**src/rtl/pipe_addsub.sv**
```systemverilog
// rtl/pipe_addsub.sv - pipelined segmented ripple-carry adder/subtractor with valid/ready
module pipe_addsub #(
  parameter int WIDTH = 16,
  parameter int SEG   = 4
) (
  input  logic             clk,
  input  logic             rst_n,
  input  logic             in_valid,
  output logic             in_ready,
  input  logic [WIDTH-1:0] A,
  input  logic [WIDTH-1:0] B,
  input  logic             Cin,
  input  logic             sub,
  output logic             out_valid,
  input  logic             out_ready,
  output logic [WIDTH-1:0] Sum,
  output logic             Cout,
  output logic             Ovf
);

  localparam int STAGES = WIDTH / SEG;

  // Mask selecting segment 0; shifted to address segment k.
  localparam logic [WIDTH-1:0] SEG_MASK = WIDTH'({SEG{1'b1}});

  generate
    if ((SEG < 1) || (WIDTH % SEG != 0)) begin : g_param_check
      $error("pipe_addsub: WIDTH must be a non-zero multiple of SEG");
    end
  endgenerate

  // Per-stage registered state. r_sum holds completed (deskewed) low segments,
  // r_a/r_b carry the still-unprocessed (skewed) upper operand segments.
  logic [STAGES-1:0] r_valid;
  logic [STAGES-1:0] r_carry;
  logic [WIDTH-1:0]  r_sum [STAGES];
  logic [WIDTH-1:0]  r_a   [STAGES];
  logic [WIDTH-1:0]  r_b   [STAGES];
  logic              r_ovf;

  // Stage inputs (from ports for stage 0, from the previous stage otherwise).
  logic [STAGES-1:0] w_v_in;
  logic [STAGES-1:0] w_c_in;
  logic [WIDTH-1:0]  w_s_in [STAGES];
  logic [WIDTH-1:0]  w_a_in [STAGES];
  logic [WIDTH-1:0]  w_b_in [STAGES];

  // Stage results.
  logic [SEG:0]      w_seg   [STAGES];
  logic [WIDTH-1:0]  w_s_nxt [STAGES];
  logic [STAGES-1:0] w_c_out;
  logic              w_ovf_nxt;

  logic              w_advance;
  logic [WIDTH-1:0]  w_b_eff;
  logic              w_c0;

  // Whole pipe moves together; a bubble in the output slot never blocks.
  assign w_advance = !r_valid[STAGES-1] || out_ready;
  assign in_ready  = w_advance;

  // Subtraction is A + ~B + 1; Cin only matters in add mode.
  assign w_b_eff = sub ? ~B : B;
  assign w_c0    = sub ? 1'b1 : Cin;

  generate
    for (genvar k = 0; k < STAGES; k++) begin : g_stage
      if (k == 0) begin : g_first
        assign w_v_in[k] = in_valid;
        assign w_c_in[k] = w_c0;
        assign w_s_in[k] = '0;
        assign w_a_in[k] = A;
        assign w_b_in[k] = w_b_eff;
      end else begin : g_rest
        assign w_v_in[k] = r_valid[k-1];
        assign w_c_in[k] = r_carry[k-1];
        assign w_s_in[k] = r_sum[k-1];
        assign w_a_in[k] = r_a[k-1];
        assign w_b_in[k] = r_b[k-1];
      end

      assign w_seg[k] = {1'b0, w_a_in[k][k*SEG +: SEG]}
                      + {1'b0, w_b_in[k][k*SEG +: SEG]}
                      + {{SEG{1'b0}}, w_c_in[k]};

      assign w_c_out[k] = w_seg[k][SEG];

      // Splice this stage's partial sum into segment k, keep lower segments.
      assign w_s_nxt[k] = (w_s_in[k] & ~(SEG_MASK << (k*SEG)))
                        | (WIDTH'(w_seg[k][SEG-1:0]) << (k*SEG));
    end
  endgenerate

  // Overflow uses the operand MSBs that travelled skewed to the last stage.
  assign w_ovf_nxt = (w_a_in[STAGES-1][WIDTH-1] == w_b_in[STAGES-1][WIDTH-1])
                  && (w_s_nxt[STAGES-1][WIDTH-1] != w_a_in[STAGES-1][WIDTH-1]);

  // Pipeline registers: clear everything on reset, shift all stages on advance.
  always_ff @(posedge clk or negedge rst_n) begin
    if (!rst_n) begin
      r_valid <= '0;
      r_carry <= '0;
      r_ovf   <= 1'b0;
      for (int k = 0; k < STAGES; k++) begin
        r_sum[k] <= '0;
        r_a[k]   <= '0;
        r_b[k]   <= '0;
      end
    end else if (w_advance) begin
      r_valid <= w_v_in;
      r_carry <= w_c_out;
      r_ovf   <= w_ovf_nxt;
      for (int k = 0; k < STAGES; k++) begin
        r_sum[k] <= w_s_nxt[k];
        r_a[k]   <= w_a_in[k];
        r_b[k]   <= w_b_in[k];
      end
    end
  end

  assign out_valid = r_valid[STAGES-1];
  assign Sum       = r_sum[STAGES-1];
  assign Cout      = r_carry[STAGES-1];
  assign Ovf       = r_ovf;

endmodule

```
**config.mk**
```make
export PLATFORM = sky130hd
export DESIGN_NAME = pipe_addsub
export DESIGN_NICKNAME = d
export VERILOG_FILES = /design/src/rtl/pipe_addsub.sv
export SDC_FILE = /design/constraint.sdc
export NUM_CORES = 1
export LEC_CHECK = 0
export ABC_AREA = 0
export CAP_MARGIN = 20
export CELL_PAD_IN_SITES_DETAIL_PLACEMENT = 0
export CELL_PAD_IN_SITES_GLOBAL_PLACEMENT = 1
export CORE_ASPECT_RATIO = 1.25
export CORE_MARGIN = 5
export CORE_UTILIZATION = 35
export DETAILED_ROUTE_END_ITERATION = 7
export GPL_ROUTABILITY_DRIVEN = 0
export PLACE_DENSITY_LB_ADDON = 0.05
export SYNTH_ARGS = -nofsm -noshare
export SYNTH_HDL_FRONTEND = slang
export SYNTH_SLANG_ARGS = --single-unit
```
**constraint.sdc**
```tcl
create_clock -name clk -period 2.9 [get_ports clk]
set_clock_uncertainty 0.15 [all_clocks]
set_input_delay 0.29 -clock clk [delete_from_list [all_inputs] [get_ports clk]]
set_output_delay 0.29 -clock clk [all_outputs]
set_load 0.05 [all_outputs]
```
* Yosys cells after proc, flatten, opt, wreduce, memory -nomap -nowiden
Cells that the tools add are included. Widths: inputs -> output; s select.
Storage, ports and cells: input port bits 38, bits in registers 145, output and inout bits 20, logic and storage cells 32
Operators by class: add/subtract/negate cells 8, bitwise gates (word level) 4, multiplexer cells 2, reductions and logical operators 3, equal/unequal tests 2
Operators by type and width (count):
- $add 4x4->5 | 4
- $add 5x1->5 | 4
- $mux 16 | 1
- $not 16->16 | 1
- $or 12x16->16 | 1
- $or 8x12->12 | 1
- $or 4x8->8 | 1
- $eq 1x1->1 | 1
- $logic_and 1x1->1 | 1
- $logic_not 1->1 | 1
- $logic_or 1x1->1 | 1
- $mux 1 | 1
- $ne 1x1->1 | 1

* Logic depth before layout (Yosys ltp)
Gate-level depths: netlist (run 1).
depth after elaboration 5, gate-level depth with buffers 8, mapped depth without buffers 7

* Worst setup path after synthesis (run 1)
OpenSTA, ideal clock, no wires.
path kind in2reg, start point input sub, end point register r_carry[0], path slack 0.517 ns, data required time 2.586 ns, data arrival time 2.069 ns, stages 8, path buffers 2, cells stage by stage buf_4 buf_6 or2_2 fa_1 fa_1 a21o_2 a21oi_1 a21oi_1
Between the ends: word-level cells in the longest chain between the ends 3, elaborated cells between the ends (all ways) 4, those cells by class add/sub: 2; mux: 2
RTL lines:
- start, declared | RTL line 13 | input logic sub,
- $mux 16 | RTL line 63 | assign w_b_eff = sub ? ~B : B;
- $add 4x4->5 | RTL line 83 | + {1'b0, w_b_in[k][k*SEG +: SEG]}
- $add 5x1->5 (*) | RTL line 84 | + {{SEG{1'b0}}, w_c_in[k]};
- end signal, assigned | RTL line 111 | r_carry <= w_c_out;
- end, declared | RTL line 35 | logic [STAGES-1:0] r_carry;
Mark *: on every way between the ends. The rest lies on a longest branch, timed or not. A chain may end at the register's enable or synchronous reset.

* Final worst setup path (run 1)
Same ends and word-level chain as after synthesis.

==> results by group, run 1 <==
Run status
  – Status: complete, no violations

Pwr
  – Sequential Power Share: between 30% and 40%
  – Internal power: about 3600 uW
  – Lkg Pwr: approximately 0.0026 uW
  – Pwr Total: between 5000 and 6000 uW
  – Switching Fraction: 38.8%
  – Power share of the clock group: between 20% and 30%
  – Peak VDD IR: 0.000384 V
  – Combinational share of power: about two fifths
  – PD cells: around 1100 nW/um^2
  – Net Switching: between 2000 and 2500 uW

Synthesis
  – Net Count, Synth: roughly 540
  – Yosys warns: 0
  – Syn avg cell area: around 9.4 sq um
  – Mapped cell area: around 4500 sq um
  – Seq/Total Area, Yosys: a little over half
  – Post-Syn Instances: 477
  – Seq cells post-synth: 97
  – Distinct cells, synth: 33

Timing
  – Period utilization: between 80% and 90%
  – Unrepaired setup endpoints after global routing: no
  – Least-Margin Pin Slew: about 0.77 ns
  – Highest Clock Rate: ~430 MHz
  – Min Tclk post-route: between 2 and 2.5 ns
  – Hold Vio Cnt, Final: 0
  – Setup violators final: 0
  – Max-slew violations: 0
  – Setup TNS after final layout: 0 ns
  – Relative slew slack: 48.8%

Routing
  – Residual DRC: 0
  – Routed via count: 2973
  – Via density: between 4 and 5
  – Starting DRT DRC Count: 117
  – Avg WL per Cell: between 10 and 15 microns
  – ANT nets after route: 0
  – 1st-pass router iterations: 4
  – WL final: 8470 microns

Global routing
  – Initial antenna violation count: 0
  – First-pass GRT wire length: around 15000 microns
  – Largest net degree at the start of global routing: 80
  – Total GRT Usage: around an eighth
  – Vias in the first global route: ~3.2k
  – Remaining Overflow, GRT: 0

Flow run
  – MaxCap Viol Count: 0

CTS
  – Total clock sinks: 97
  – CTS buffer count: 9
  – CTS tree: built
  – Worst-Skew Late Latency: roughly 0.34 ns
  – H-tree depth: 3
  – Setup Fix Bufs, Post-CTS: 0
  – Clk slew on worst S/H paths: about 0.060 ns
  – Max Buffers Root-to-Sink: 2
  – Clock root buffer: clkbuf_16

Die
  – Area of the die: roughly 15000 sq um
  – Placeable Area: approximately 13000 sq um
  – Io pins: between 50 and 60
  – Std cell rows: 46
  – Die Wd: between 100 and 150 microns
  – Starting density of the core: between 30% and 40%
  – Die height: ~140 microns

Layout
  – Layout cell share with drive strength beyond 1: 6.13%
  – Antenna cells: 0
  – Area added between synthesis and finish: 21.6%
  – Seq. cell area: 2430 sq um
  – # fillers: 1267
  – Area of the multi-input gates: around 1700 sq um
  – Nets: roughly 580

Place
  – Port bufs: 57
  – DPL Wire Length: between 5000 and 6000 microns

Critical path
  – CP required: between 2 and 3 ns
  – WP data arrival: around 2.4 ns
  – CP max FO: 4
  – Critical setup path kind: input port to flop
  – Startpoint Class: input port
  – Crit end category: flop

Min path
  – Worst Hold Class: flop to flop
[path summary, 6_finish.rpt]
kind,start,end,slack (ns),cells after the start
setup reg to reg,r_carry[0],r_carry[1],0.88,5
hold / removal,r_valid[2],r_valid[3],0.31,1
hold reg to reg,r_valid[2],r_valid[3],0.31,1
max in group asynchronous,rst_n,r_b[53],1.51,3
min in group asynchronous,rst_n,r_b[43],0.42,2
setup / recovery,sub,r_carry[0],0.57,7
[cell usage after synthesis]
library cell / count / area [sq um]
nand2_1: 215 / 807
dfrtp_1: 97 / 2430
o21ai_0: 20 / 100
buf_4: 18 / 135
buf_2: 15 / 75.1
xnor2_1: 15 / 131
inv_1: 14 / 52.6
a21oi_1: 13 / 65.1
ha_1: 12 / 150
fa_1: 8 / 160
nor2_1: 8 / 30.0
xor2_1: 5 / 43.8
nor2b_1: 4 / 25.0
buf_6: 3 / 33.8
clkbuf_1: 3 / 11.3
mux2i_1: 3 / 30.0
nand3_1: 3 / 15.0
o2111ai_1: 3 / 26.3
or4_1: 3 / 22.5
a21o_2: 2 / 17.5
a211oi_1: 1 / 7.51
a21boi_0: 1 / 7.51
a21o_1: 1 / 7.51
a22oi_1: 1 / 7.51
and3b_1: 1 / 8.76
inv_2: 1 / 3.75
nand2b_1: 1 / 6.26
nand3b_1: 1 / 7.51
nand4_1: 1 / 6.26
nor2b_4: 1 / 13.8
nor3b_1: 1 / 7.51
o41ai_2: 1 / 16.3
or2_2: 1 / 6.26
[cells by family (layout without fill, tap and decap cells)]
family	Yosys count	in the layout	synth area share, %
AND/OR/NAND/NOR	240	240	21.4
flip-flops	97	97	54.4
buffers and inverters	54	99	6.98
AO/OA/AOI/OAI	43	43	5.72
adder cells (fa/ha/maj)	20	20	6.95
XOR/XNOR	20	20	3.92
multiplexers	3	3	0.672
[area by class of cell]
type                       count  area share (%)
clock inverter                 4           0.944
timing repair buffer          68            13.1
tap                          168            3.87
multi-input combinational    326            31.8
inverter                      15            1.04
clock buffer                  12            4.54
sequential                    97            44.7
[timing repair]
item / 4_1_cts / 5_1_grt
gates resized for setup: 0 / 0
hold buffers: 1 / 0
endpoints found under the hold margin: 57 / 0
[flip-flops by register name, indices dropped and copies added, names as in the netlist]
register	count
Ovf	1
r_carry	4
r_valid	4
r_a	24
r_sum	24
r_b	24
Sum	16
[power by group through the flow]
stage	Combinational (uW)	Sequential, uW	Clock [uW]
global placement	2430	2290	0
detailed placement	2460	2310	0
global route	2730	2370	1290
CTS	2470	2280	1240
floorplan	1870	2290	0
finish	2420	2270	1190
[routing by layer]
layer	vias up	GRT usage [%]	wire length (microns)
met5	-	0	0
met4	0	5.88	181
met3	14	2.27	264
met2	55	19.7	3680
met1	1339	16.3	4340
li1	1565	-	-
[layout by cell type, fill, tap and decap left out, types with 4 or more instances in the layout]
master,count
a21oi_1,13
buf_12,5
buf_4,7
clkbuf_16,9
clkdlybuf4s50_1,55
dfrtp_1,97
fa_1,8
ha_1,12
inv_1,14
nand2_1,215
nor2_1,8
nor2b_1,4
o21ai_0,20
xnor2_1,15
xor2_1,5
[through the flow]
| stage | area [sq um] | utilization (%) | worst slack (ns) | cells | hold slack, ns |
|---|---|---|---|---|---|
| after floorplan | 4470 | - | 0.517 | 477 | -0.156 |
| after global placement | 5120 | 40.6 | 0.212 | 673 | 0.267 |
| after detailed placement | 5120 | 40.6 | 0.197 | 673 | 0.276 |
| after CTS | 5430 | 43.1 | 0.558 | 690 | 0.313 |
| after global routing | 5430 | 43.1 | 0.462 | 690 | 0.328 |
| final | 5430 | 43.1 | 0.566 | 690 | 0.308 |
[worst max-delay path: stages]
cell and delay, ns:
clkdlybuf4s50_1 0.51, or2_2 0.35, fa_1 0.42, fa_1 0.43
a21o_2 0.20, a21oi_1 0.13, a21oi_1 0.08
No activity file was read; power rests on OpenSTA's default activity.
==> run 2, diff against run 1 <==
- clock period: 2.9 -> 2.25 ns (I/O delays scaled with it)
==> results by group, run 2 (synthesized netlist as in run 1, its figures left out) <==
Layout
  – Largest registers: r_a (24), r_b (24), r_sum (24) (unchanged)
  – Nets: 582 (was 575)
  – Layout cell share with drive strength beyond 1: 7.41% (was 6.13%)
  – Most frequent cells in the layout: 215 x nand2_1, 97 x dfrtp_1, 54 x clkdlybuf4s50_1, 20 x o21ai_0, 15 x xnor2_1 (was 215 x nand2_1, 97 x dfrtp_1, 55 x clkdlybuf4s50_1, 20 x o21ai_0, 15 x xnor2_1)
  – # fillers: 1223 (was 1267)
  – Commonest non-fill, non-tap cell in the layout: nand2_1 (unchanged)
  – Area added between synthesis and finish: 22.6% (was 21.6%)
  – Area of the multi-input gates: 1730 sq um (about the same)
  – Antenna cells: 0 (unchanged)
  – Fin area: 5480 sq um (was 5430 sq um)
  – Seq. cell area: 2430 sq um (unchanged)

Timing
  – Highest Clock Rate: 506 MHz
  – Final hold slack: 0.266 ns (was 0.308 ns)
  – Max-slew violations: 0 (unchanged)
  – Setup TNS after final layout: 0 ns (unchanged)
  – Unrepaired setup endpoints after global routing: no (unchanged)
  – Relative slew slack: 61.0% (was 48.8%)
  – Period utilization: 87.8%
  – Least-Margin Pin Slew: 0.584 ns (was 0.768 ns)
  – Setup violators final: 0 (unchanged)
  – Min Tclk post-route: roughly 2.0 ns
  – Hold Vio Cnt, Final: 0 (unchanged)

Pwr
  – Peak VDD IR: 0.000555 V (was 0.000384 V)
  – Power share of the clock group: 18.9% (was 20.3%)
  – Net Switching: 2890 uW (was 2290 uW)
  – Switching Fraction: 38.6% (was 38.8%)
  – Sequential Power Share: 39.3% (was 38.6%)
  – Internal power: 4600 uW (was 3600 uW)
  – PD cells: 1370 nW/um^2 (was 1080 nW/um^2)
  – Pwr Total: 7480 uW (was 5890 uW)
  – Combinational share of power: 41.8% (was 41.1%)
  – Lkg Pwr: 0.00268 uW (was 0.00264 uW)

CTS
  – Clock root buffer: clkbuf_16 (unchanged)
  – Clk slew on worst S/H paths: 0.06 ns (about the same)
  – Max Buffers Root-to-Sink: 2 (unchanged)
  – Worst-Skew Late Latency: 0.33 ns (was 0.34 ns)
  – H-tree depth: 3 (unchanged)
  – CTS tree: built (unchanged)
  – Total clock sinks: 97 (unchanged)
  – CTS buffer count: 9 (unchanged)

Critical path
  – CP max FO: 2 (was 4)
  – Reg-to-reg slack, setup: 0.28 ns (was 0.88 ns)
  – Last element of the critical path: r_carry[0] (unchanged)
  – Critical setup path kind: input port to flop (unchanged)
  – FF-to-FF End: r_carry[1] (unchanged)
  – Startpoint Class: input port (unchanged)
  – WP data arrival: 2.04 ns (was 2.40 ns)
  – RR Startpoint: r_carry[0] (unchanged)
  – R2R depth: 5 (unchanged)
  – CP required: 2.32 ns (was 2.97 ns)
  – Crit end category: flop (unchanged)
  – CP startpoint: Cin (was sub)

Global routing
  – Remaining Overflow, GRT: 0 (unchanged)
  – First-pass GRT wire length: 14700 microns (was 15300 microns)
  – Initial antenna violation count: 0 (unchanged)
  – Total GRT Usage: 11.9% (was 12.3%)
  – Vias in the first global route: 3041 (was 3192)
  – Largest net degree at the start of global routing: 44 (was 80)

Die
  – Area of the die: 15100 sq um (unchanged)
  – Starting density of the core: 35.4% (unchanged)
  – Die height: 136 microns (unchanged)
  – Placeable Area: 12600 sq um (unchanged)
  – Die Wd: 111 microns (unchanged)
  – Std cell rows: 46 (unchanged)
  – Io pins: 58 (unchanged)

Routing
  – WL final: 8500 microns (was 8470 microns)
  – 1st-pass router iterations: 4 (unchanged)
  – Starting DRT DRC Count: 91 (was 117)
  – Avg WL per Cell: 12.2 microns (was 12.3 microns)
  – Via density: 4.34 (was 4.31)
  – Routed via count: 3010 (was 2973)
  – ANT nets after route: 0 (unchanged)
  – Residual DRC: 0 (unchanged)

Flow run
  – MaxCap Viol Count: 0 (unchanged)

Place
  – DPL Wire Length: 6010 microns (was 5780 microns)
  – Placed instance area: 5190 sq um (was 5120 sq um)
  – Port bufs: 57 (unchanged)

Min path
  – Worst Hold Class: input port to flop (was flop to flop)

Run status
  – Status: complete, no violations (unchanged)
## run 2: cell types whose count changed in the layout (fill, tap and decap cells not counted)
cell | before | now
fa_2 | 0 | 2
fa_1 | 8 | 6
clkbuf_8 | 1 | 3
inv_6 | 1 | 0
clkdlybuf4s50_1 | 55 | 54
dlymetal6s2s_1 | 0 | 1
clkinvlp_4 | 1 | 0
buf_12 | 5 | 6
clkinv_2 | 1 | 0
clkbuf_1 | 2 | 1
bufinv_16 | 1 | 0
buf_4 | 7 | 13
## run 2: layout make-up
| class | count | share of cell area [%] |
|---|---|---|
| clock buffer | 13 | 4.93 |
| timing repair buffer | 75 | 14.3 |
| inverter | 15 | 1.03 |
| sequential | 97 | 44.3 |
| tap | 168 | 3.84 |
| multi-input combinational | 326 | 31.6 |
## run 2: worst min path at each step
stage          slack [ns]  start       to  depth (start not counted)
6_report             0.27   A[7]  r_a[55]                          3
3_3_place_gp         0.12  rst_n  Sum[10]                          1
4_1_cts              0.26   A[6]  r_a[54]                          3
2_1_floorplan       -0.22  rst_n      Ovf                          0
3_5_place_dp         0.13  rst_n   Sum[9]                          1
5_1_grt              0.26   A[7]  r_a[55]                          3
## run 2: what timing repair did
item / CTS / global route
hold buffers: 1 / 0
buffers inserted: 0 / 0
endpoints found under the setup margin: 0 / 1
endpoints found under the hold margin: 41 / 0
gates resized for setup: 0 / 1
## run 2: worst max-delay path, stage by stage
cell             delay [ns]
clkdlybuf4s50_1        0.39
or2_2                  0.28
fa_2                   0.37
fa_2                   0.36
a21o_2                 0.19
a21oi_1                0.14
a21oi_1                0.08
## run 2: power groups by stage
| stage | registers, uW | logic (uW) | clock network (uW) |
|---|---|---|---|
| after floorplan | 2950 | 2410 | 0 |
| after global placement | 2960 | 3150 | 0 |
| after detailed placement | 2980 | 3190 | 0 |
| after CTS | 2950 | 3200 | 1480 |
| after global routing | 3030 | 3520 | 1560 |
| final | 2940 | 3130 | 1410 |
## run 2: through the flow
stage          instances  utilization (%)  setup slack [ns]
4_1_cts              694             43.4            0.0654
3_5_place_dp         680             41.2            -0.292
3_3_place_gp         680             41.2            -0.272
6_report             694             43.4             0.276
5_1_grt              694             43.4             0.182
2_1_floorplan        477                -            0.0320
## run 2: layer usage
layer  GRT usage, %  up-vias  part of all wire, %
li1               -     1571                    -
met1           15.9     1367                   50
met2           18.7       59                   45
met3           2.80       13                  3.8
met4           5.07        0                  1.7
met5              0        -                    0
==> run 3, diff against run 2 <==
- CORE_UTILIZATION: 35 -> 42
- SLEW_MARGIN: default -> 20
==> results by group, run 3 (synthesized netlist as in run 1, its figures left out) <==
Die
  – Die Wd: 102 microns (was 111 microns)
  – Std cell rows: 42 (was 46)
  – Io pins: 58 (unchanged)
  – Area of the die: 12800 sq um (was 15100 sq um)
  – Placeable Area: 10500 sq um (was 12600 sq um)
  – Starting density of the core: 42.5% (was 35.4%)
  – Die height: 125 microns (was 136 microns)

Pwr
  – Lkg Pwr: 0.00268 uW (about the same)
  – Pwr Total: 7600 uW (was 7480 uW)
  – Peak VDD IR: 0.000416 V (was 0.000555 V)
  – PD cells: 1390 nW/um^2 (was 1370 nW/um^2)

Layout
  – # fillers: 1053 (was 1223)
  – Antenna cells: 0 (unchanged)
  – Commonest non-fill, non-tap cell in the layout: nand2_1 (unchanged)
  – Layout cell share with drive strength beyond 1: 8.30% (was 7.41%)
  – Area added between synthesis and finish: 22.2% (was 22.6%)
  – Fin area: 5460 sq um (was 5480 sq um)
  – Most frequent cells in the layout: 215 x nand2_1, 97 x dfrtp_1, 55 x clkdlybuf4s50_1, 20 x o21ai_0, 16 x buf_4 (was 215 x nand2_1, 97 x dfrtp_1, 54 x clkdlybuf4s50_1, 20 x o21ai_0, 15 x xnor2_1)
  – Nets: 583 (was 582)
  – Largest registers: r_a (24), r_b (24), r_sum (24) (unchanged)

Critical path
  – CP required: 2.32 ns (about the same)
  – RR Startpoint: r_carry[0] (unchanged)
  – Last element of the critical path: r_carry[0] (unchanged)
  – Slowest stage cell, crit path: clkdlybuf4s50_1 (unchanged)
  – Crit end category: flop (unchanged)
  – Critical setup path kind: input port to flop (unchanged)
  – WP data arrival: 2.22 ns (was 2.04 ns)
  – Crit path largest cell delay: 0.51 ns (was 0.39 ns)
  – R2R depth: 5 (unchanged)
  – CP max FO: 4 (was 2)
  – Startpoint Class: input port (unchanged)
  – CP startpoint: sub (was Cin)
  – Worst-path cell chain: clkdlybuf4s50_1, or2_2, fa_2, fa_2, a21o_2, a21oi_1, a21oi_1 (unchanged)
  – Reg-to-reg slack, setup: 0.26 ns (was 0.28 ns)
  – FF-to-FF End: r_carry[1] (unchanged)

Timing
  – Unrepaired setup endpoints after global routing: no (unchanged)
  – Final hold slack: 0.173 ns (was 0.266 ns)
  – Least-Margin Pin Slew: 0.494 ns (was 0.584 ns)
  – Min Tclk post-route: 2.15 ns (was 1.97 ns)
  – Highest Clock Rate: 464 MHz (was 506 MHz)
  – Relative slew slack: 67.0% (was 61.0%)
  – Max-slew violations: 0 (unchanged)
  – Hold Vio Cnt, Final: 0 (unchanged)
  – Period utilization: 95.7% (was 87.8%)
  – Setup violators final: 0 (unchanged)

Routing
  – 1st-pass router iterations: 5 (was 4)
  – Starting DRT DRC Count: 143 (was 91)
  – Residual DRC: 0 (unchanged)
  – Routed via count: 3028 (was 3010)
  – ANT nets after route: 0 (unchanged)
  – Via density: 4.57 (was 4.34)
  – Avg WL per Cell: 12.1 microns (was 12.2 microns)
  – WL final: 8020 microns (was 8500 microns)

Flow run
  – MaxCap Viol Count: 0 (unchanged)

Place
  – Port bufs: 57 (unchanged)
  – DPL Wire Length: 5720 microns (was 6010 microns)
  – Placed instance area: 5130 sq um (was 5190 sq um)

CTS
  – Clock root buffer: clkbuf_16 (unchanged)
  – Worst-Skew Late Latency: 0.34 ns (was 0.33 ns)
  – Setup Fix Bufs, Post-CTS: 0 (unchanged)
  – Total clock sinks: 97 (unchanged)
  – CTS tree: built (unchanged)
  – Max Buffers Root-to-Sink: 2 (unchanged)
  – H-tree depth: 3 (unchanged)
  – Clk slew on worst S/H paths: 0.07 ns (was 0.06 ns)
  – CTS buffer count: 9 (unchanged)

Global routing
  – Total GRT Usage: 13.9% (was 11.9%)
  – Vias in the first global route: 3154 (was 3041)
  – First-pass GRT wire length: 14300 microns (was 14700 microns)
  – Initial antenna violation count: 0 (unchanged)
  – Remaining Overflow, GRT: 0 (unchanged)
  – Largest net degree at the start of global routing: 54 (was 44)

Min path
  – Worst Hold Class: input port to asynchronous set/reset pin (was input port to flop)

Run status
  – Status: complete, no violations (unchanged)
-- run 3: cell types whose count changed in the layout (fill, tap and decap cells not counted), sizes merged --
cell           delta
clkbuf            -2
clkinvlp          +2
buf               +1
bufinv            +1
clkdlybuf4s50     +1
clkinv            +1
dlymetal6s2s      -1
inv               +1
-- run 3: critical path: cells and delay by family --
kind | cells | cell delay, ns
AOI/OAI and AO/OA | 3 | 0.41
adders and majority gates | 2 | 0.73
buffers and inverters | 1 | 0.51
and+or+nand+nor | 1 | 0.35
-- run 3: cell type report --
cell class	count	area, sq um	share of cell area, %
clock buffers	11	253	4.63
clock inverters	5	62.6	1.15
inverters	15	56.3	1.03
multi-input cells	326	1730	31.7
flip-flops and latches	97	2430	44.5
well taps	132	165	3.03
repair buffers	76	761	13.9
-- run 3: timing repair --
action	4_1_cts	5_1_grt
gates resized for setup	0	0
hold endpoints to repair	56	0
hold buffers	1	0
setup endpoints to repair	0	0
-- run 3: how the worst min path moves through the flow --
stage,startpoint,end,slack [ns],cells after the start
6_report,rst_n,r_a[44],0.17,2
3_5_place_dp,rst_n,Sum[9],-0.01,1
2_1_floorplan,rst_n,Ovf,-0.22,0
3_3_place_gp,rst_n,Sum[9],-0.01,1
4_1_cts,rst_n,Sum[9],0.17,2
5_1_grt,rst_n,Sum[10],0.19,2
-- run 3: per-stage QoR --
| stage | cells | setup WS [ns] | util (%) | TNS, ns |
|---|---|---|---|---|
| 2_1_floorplan | 477 | 0.0320 | - | 0 |
| 3_3_place_gp | 645 | -0.257 | 48.8 | -0.535 |
| 3_5_place_dp | 645 | -0.283 | 48.8 | -0.696 |
| 4_1_cts | 662 | 0.0771 | 51.9 | 0 |
| 5_1_grt | 662 | 0.0275 | 51.9 | 0 |
| 6_report | 662 | 0.0965 | 51.9 | 0 |
-- run 3: per-layer routing --
| layer | global-route usage, % | up-vias | routed length (microns) | share of wire, % |
|---|---|---|---|---|
| met2 | 21.0 | 50 | 3630 | 45 |
| met5 | 0 | - | 0 | 0 |
| met4 | 6.72 | 0 | 182 | 2.3 |
| met3 | 2.28 | 13 | 290 | 3.6 |
| met1 | 19.2 | 1386 | 3910 | 49 |
| li1 | - | 1579 | - | - |
-- run 3: power by group --
part           internal, uW  switching (uW)
Clock                   928             642
Sequential             2520             407
Combinational          1250            1860
Total                  4690            2910
